**src/rtl/store_buffer.sv**
```systemverilog
// Store buffer: in-order circular FIFO of {addr, data} stores draining to memory.
// Ports: clk, rst_n; cpu_addr/cpu_data/cpu_write in; full/empty/count/overflow
// status out; mem_addr/mem_data/mem_valid out with mem_ready in.
// Optional: define STORE_BUFFER_MERGE_EN to merge stores into the newest entry.
module store_buffer #(
  parameter int DEPTH = 4
) (
  input  logic                       clk,
  input  logic                       rst_n,
  input  logic [31:0]                cpu_addr,
  input  logic [31:0]                cpu_data,
  input  logic                       cpu_write,
  output logic                       full,
  output logic                       empty,
  output logic [$clog2(DEPTH+1)-1:0] count,
  output logic                       overflow,
  output logic [31:0]                mem_addr,
  output logic [31:0]                mem_data,
  output logic                       mem_valid,
  input  logic                       mem_ready
);

  localparam int PW = $clog2(DEPTH);
  localparam int CW = $clog2(DEPTH+1);
  localparam logic [CW-1:0] DEPTH_C = CW'(DEPTH);

  logic [PW-1:0] r_head;
  logic [PW-1:0] r_tail;
  logic [CW-1:0] r_count;
  logic          r_ovf;
  logic [31:0]   r_addr [DEPTH];
  logic [31:0]   r_data [DEPTH];

  logic w_pop;
  logic w_push;
  logic w_drop;
  logic w_merge;
  logic w_nonempty;

  assign w_nonempty = (r_count != '0);
  assign w_pop      = w_nonempty & mem_ready;

`ifdef STORE_BUFFER_MERGE_EN
  logic [PW-1:0] w_newest;
  assign w_newest = r_tail - PW'(1);
  // count >= 2 keeps the head (possibly mid-retire) out of reach.
  assign w_merge  = cpu_write & (r_count >= CW'(2))
                  & (cpu_addr == r_addr[w_newest]);
`else
  assign w_merge  = 1'b0;
`endif

  assign w_push = cpu_write & ((r_count != DEPTH_C) | w_pop) & ~w_merge;
  assign w_drop = cpu_write & (r_count == DEPTH_C) & ~w_pop & ~w_merge;

  always_ff @(posedge clk or negedge rst_n) begin
    if (!rst_n) begin
      r_head  <= '0;
      r_tail  <= '0;
      r_count <= '0;
      r_ovf   <= 1'b0;
    end else begin
      if (w_pop)  r_head <= r_head + PW'(1);
      if (w_push) r_tail <= r_tail + PW'(1);
      unique case ({w_push, w_pop})
        2'b10:   r_count <= r_count + CW'(1);
        2'b01:   r_count <= r_count - CW'(1);
        default: r_count <= r_count;
      endcase
      if (w_drop) r_ovf <= 1'b1;
    end
  end

  // Storage is intentionally left out of reset.
  always_ff @(posedge clk) begin
    if (w_push) begin
      r_addr[r_tail] <= cpu_addr;
      r_data[r_tail] <= cpu_data;
    end
`ifdef STORE_BUFFER_MERGE_EN
    if (w_merge) r_data[w_newest] <= cpu_data;
`endif
  end

  assign count     = r_count;
  assign full      = (r_count == DEPTH_C);
  assign empty     = ~w_nonempty;
  assign overflow  = r_ovf;
  assign mem_valid = w_nonempty;
  assign mem_addr  = w_nonempty ? r_addr[r_head] : 32'h0;
  assign mem_data  = w_nonempty ? r_data[r_head] : 32'h0;

endmodule

```
**config.mk**
```make
export PLATFORM = sky130hd
export DESIGN_NAME = store_buffer
export DESIGN_NICKNAME = d
export VERILOG_FILES = /design/src/rtl/store_buffer.sv
export SDC_FILE = /design/constraint.sdc
export NUM_CORES = 1
export LEC_CHECK = 0
export BUFFER_PORTS_ARGS = -buffer_cell sky130_fd_sc_hd__buf_2
export CORE_AREA = 2 2 215 111
export DETAILED_ROUTE_END_ITERATION = 6
export DIE_AREA = 0 0 217 113
export SLEW_MARGIN = 20
export SYNTH_ARGS = -nofsm -noshare
export SYNTH_HDL_FRONTEND = slang
export SYNTH_SLANG_ARGS = --single-unit
```
**constraint.sdc**
```tcl
create_clock -name clk -period 5.4 [get_ports clk]
set_input_delay 1.62 -clock clk [delete_from_list [all_inputs] [get_ports clk]]
set_output_delay 1.62 -clock clk [all_outputs]
set_load 0.01 [all_outputs]
```
# Word-level counts from Yosys, hierarchy flattened
# Memories as Yosys holds them, arrays and structs flattened.
# Cells that the tools add are included.
word_totals:
  regBits: 8
  mem_bits_rw: 256
  out_inout_bits: 71
  memories: 2
classes:
  add_sub_neg: 4
  eq_ne: 4
  n_mux: 5
  bitwise: 7
  n_reduce_logical: 2
memory_table:
  columns: ["memory", "depth", "width", "rd", "rd_clocked_by_memory_dff", "wr", "line_no", "rtl"]
  rows:
  - ["r_addr", 4, 32, 1, 0, 1, "31", "logic [31:0] r_addr [DEPTH];"]
  - ["r_data", 4, 32, 1, 0, 1, "32", "logic [31:0] r_data [DEPTH];"]
ops:
  columns: ["operator", "n"]
  rows:
  - ["two-way mux 32 bit", 2]
  - ["one-hot mux 3 bit (2 select lines)", 1]
  - ["adder 2 x 1 -> 2 bit, second input constant", 2]
  - ["AND 1 bit", 4]
  - ["adder 3 x 1 -> 3 bit, second input constant", 1]
  - ["== test 3 bit, second input constant", 1]
  - ["!= test 3 bit, second input constant", 1]
  - ["nonzero test 3 bit", 1]
  - ["subtractor 3 x 1 -> 3 bit, second input constant", 1]
  - ["== test 2 x 1 -> 1 bit, second input constant", 1]
  - ["== test 2 bit, second input constant", 1]
  - ["two-way mux 1 bit", 2]
  - ["inverter 1 bit", 2]
  - ["nonzero test 2 bit", 1]
  - ["bitwise OR 1 bit", 1]

# Longest topological paths before layout
depth:
  depth_word: 6
  ltp_mapped: 9
  ltp_nobuf: 9

# Least setup slack after synthesis
# Ideal clock, no wire load.
synth_path:
  path_type: "in2reg"
  startpoint: "input port mem_ready"
  endpoint: "memory r_addr[0][0], enable pin"
  setup_time_ps: 429
  t_arrival_ps: 3549
  required_time_ps: 4971
  path_slack_ps: 1422
  stages: 3
  path_buffers: 0
  path_cell_list: "inv_1 -> a21boi_1 -> and2_1"
synth_via:
  elab_chain_len: 5
synth_rtl:
  columns: ["item", "line_no", "rtl"]
  rows:
  - ["start, declared", "20", "input logic mem_ready"]
  - ["AND 1 bit", "41", "assign w_pop = w_nonempty & mem_ready;"]
  - ["bitwise OR 1 bit", "53", "assign w_push = cpu_write & ((r_count != DEPTH_C) | w_pop) & ~w_merge;"]
  - ["AND 1 bit", "53", null]
  - ["two-way mux 1 bit", "76", "if (w_push) begin"]
  - ["two-way mux 1 bit (not written as such)", "77", "r_addr[r_tail] <= cpu_addr;"]
  - ["end, declared", "31", null]
# Every way passes these cells.

# Worst setup path in the final report
layout_path:
  startpoint: "register r_head[0]"
  endpoint: "output port mem_data[22]"
layout_via:
  elab_chain_len: 2
layout_rtl:
  columns: ["item", "line_no", "rtl"]
  rows:
  - ["start, declared", "27", "logic [PW-1:0] r_head;"]
  - ["start signal, assigned", "63", "if (w_pop) r_head <= r_head + PW'(1);"]
  - ["memory read (4 x 32 bit)", null, null]
  - ["two-way mux 32 bit", "91", "assign mem_data = w_nonempty ? r_data[r_head] : 32'h0;"]
  - ["end, declared", "18", "output logic [31:0] mem_data,"]
# Every way passes these cells.

==> results.txt <==
----------------------------------------------------
[Status]
  Result of the run ... completed

[Run]
  Count of maximum capacitance violations ... 0

[Synthesis]
  Share of synthesized area occupied by flip-flops and latches ... 78.0%
  FF+latch count, synth ... 264
  Proportion of synthesized flip-flops having asynchronous set or reset ... 3.03%
  Proportion of netlist area held by the largest area contributor ... 76.0%
  Fraction of synthesized cell area in xor and xnor cells ... 0.520%
  Cell area after technology mapping ... 10100 sq um
  Synth Area in Compound Gates ... 0.161%
  Share of synthesized cell area in full adder, half adder and majority cells ... 0.817%
  Library cells used by synthesis ... 20
  Number of cells produced by synthesis ... 446
  Synth area leader ... edfxtp_1
  Number of warnings printed during yosys synthesis ... 0
  Syn nets ... 520
  Dominant combinational cell family by area after synthesis ... multiplexers
  Post-synth EDFFs ... 256
  Fraction of the mapped netlist area in simple logic gates ... 4.47%
  Leading register cell type out of synthesis ... edfxtp_1
  Mean post-synth cell area ... 22.7 sq um
  Ranking of synthesized cells by instance count ... edfxtp_1, and2_1, mux4_2
  Post-synthesis mux area share ... 14.5%
  Dominant cell by count in the synthesized netlist ... edfxtp_1
  Leading post-synthesis cells by cell area ... edfxtp_1, mux4_2, and2_1

[Hold path]
  Path type of the worst min-delay path ... flop to flop
  Number of cells traversed by the worst hold path ... 1
  Worst-case hold path end point ... count[2]$_DFFE_PN0P_
  Beginning of the worst hold path ... count[2]$_DFFE_PN0P_

[CTS]
  Post-CTS setup buffer count ... 0
  Inserted Clock Buffers ... 25
  CTS sink cnt ... 264
  H-tree Lvls ... 1
  Largest buffer count on any clock path ... 3
  Clock tree from TritonCTS ... done
  Quantity of hold-fixing buffers added after cts ... 0
  Insertion delay to the later sink of the worst-skew pair ... 510 ps
  Clock edge transition at the registers on the reported setup and hold paths ... 60 ps
  Number of instances resized during post-cts repair ... 0
  CTS Root Buffer Type ... clkbuf_16

[Drt]
  Starting DRT DRC Count ... 259
  Antenna-violating nets left ... 0
  Initial DRT Pass Iterations ... 4
  Number of vias in the routed layout ... 4598
  Routed length per instance ... 20.5 um
  Detailed-route DRC error count ... 0
  Routed WL ... 18.8 mm
  Average vias per placed instance ... 5.01

[Critical path]
  Launching element type of the critical path ... flop
  Kind of end point of the critical path ... output pin
  Worst R2R End ... r_data[1][21]$_DFFE_PP_
  Setup slack of the most critical reg-to-reg path ... 3000 ps
  Arrival @ worst endpoint ... 2670 ps
  CP Data Required Time ... 3780 ps
  Reg2reg path depth ... 3
  Crit Reg-Reg Startpoint ... count[2]$_DFFE_PN0P_
  Largest fanout on the critical path ... 29
  Worst setup path category ... flop to output pin

[STA]
  Clock skew after layout ... 11.9 ps
  Unrepaired setup endpoints after global routing ... no
  Final critical-path required period ... 4290 ps
  Max Freq ... 0.233 GHz
  Setup violators final ... 0
  Final TNS setup ... 0 ps
  Number of failing hold endpoints at the final stage ... 0
  Worst-margin pin slew ... 1030 ps
  Slew Limit Fails ... 0
  Normalized max-slew margin ... 31.1%
  Worst hold slack ... 498 ps
  Final clock period utilization by the worst path ... 79.4%

[Global routing]
  Initial antenna violation count ... 0
  Largest net degree at the start of global routing ... 66
  Global route overflow ... 0
  Global-route wire length before repair ... 28.4 mm
  Number of global-route vias before repair ... 4966
  All-layer global routing usage ... 15.5%

[Pwr]
  Internal power ... 0.00474 W
  Combinational power share ... 30.3%
  Proportion of total power due to net switching ... 29.5%
  Peak VDD IR ... 0.232 mV
  Clock Power Share ... 25.4%
  Sw Pwr ... 0.00198 W
  Power density cells ... 565 nW/um^2
  Lkg Pwr ... 4.12 nW
  Reg power frac ... 44.4%

[Cells and area]
  Ratio of cells with drive above 1 in the final layout ... 41.0%
  Area Overhead vs Synth ... 17.7%
  Core occupancy in the finished layout ... 52.8%
  Final net count ... 667
  Filler cell count in the final layout ... 1848
  Antenna cells ... 0

[Place]
  Half-perimeter wire length after placement ... 10.2 mm
  Placer's final routability congestion estimate ... 0.673
  Count of input and output buffers ... 138

[Die]
  Initial cell density of the core ... 44.8%
  Die width ... 217 um
  Core box area ... 22500 sq um
  Die ar. ... 24500 sq um
  Height of the die ... 113 um
  I/O pin count ... 139
  Total number of placement rows ... 39

----------------------------------------------------
==> cells in the final DEF (no fill, tap or decap), drive strengths merged, types with 5 or more instances in the layout <==
cell type  netlist  final
mux4            64     64
and2            68     68
edfxtp         256    256
inv              8      9
dfrtp            8      8
ha               5      5
clkinv           0     11
clkbuf           8     28
buf             13    141
==> cells by family (layout without fill, tap and decap cells) <==
group | Yosys count | after routing
fa+ha+maj | 6 | 6
simple gates | 73 | 73
buf+inv | 29 | 193
compound gates | 2 | 2
mux | 66 | 66
xor+xnor | 6 | 6
flops | 264 | 264
==> through the flow <==
stage                     area [sq um]  worst slack [ps]  power, W  cells
after global placement           11100              1580   0.00512    873
after global routing             11900               901   0.00709    917
final                            11900              1110   0.00673    917
after detailed placement         11100              1570   0.00515    873
after CTS                        11900              1010   0.00686    917
after floorplan                  10100              1420   0.00435    446
==> how the worst max path moves through the flow <==
stage | endpoint | cells after the start | startpoint
floorplan | r_addr[0][0]$_DFFE_PP_ | 3 | mem_ready
global placement | mem_data[22] | 4 | r_head[0]$_DFFE_PN0P_
detailed placement | mem_data[22] | 4 | r_head[0]$_DFFE_PN0P_
CTS | mem_data[22] | 4 | r_head[0]$_DFFE_PN0P_
global route | mem_data[22] | 4 | r_head[0]$_DFFE_PN0P_
finish | mem_data[22] | 4 | r_head[0]$_DFFE_PN0P_
==> worst max-delay path, stage by stage (launching register included) <==
cell and delay [ps]:
dfrtp_4 850, buf_4 420, mux4_2 560, and2_1 180, buf_2 140
==> flip-flops by register name (all words and copies together) (netlist names) <==
name / cells
r_tail: 2
r_data: 128
overflow: 1
r_head: 2
r_addr: 128
count: 3
==> cell type report <==
class                      count  area [sq um]  area share (%)
tap                          307           384            3.23
multi-input combinational    153          2080            17.4
clock inverter                16           155            1.30
inverter                       8          30.0           0.252
sequential                   264          7900            66.3
timing repair buffer         141           726            6.10
clock buffer                  28           637            5.35
==> routing by layer <==
metal,part of all wire (%),GRT usage (%),routed length (um),vias up
met5,0,0,0,-
met4,1.6,3.38,302,0
met3,3.1,2.63,583,24
met2,51,27.2,9630,66
met1,44,20.6,8260,2408
li1,-,-,-,2100
==> power by group through the flow <==
stage	Combinational [W]	Sequential (W)	Clock [W]
2_1_floorplan	0.00151	0.00284	0
3_3_place_gp	0.00209	0.00303	0
3_5_place_dp	0.00210	0.00305	0
4_1_cts	0.00211	0.00301	0.00175
5_1_grt	0.00222	0.00304	0.00182
6_report	0.00204	0.00298	0.00171
(Power assumes the default switching activity.)
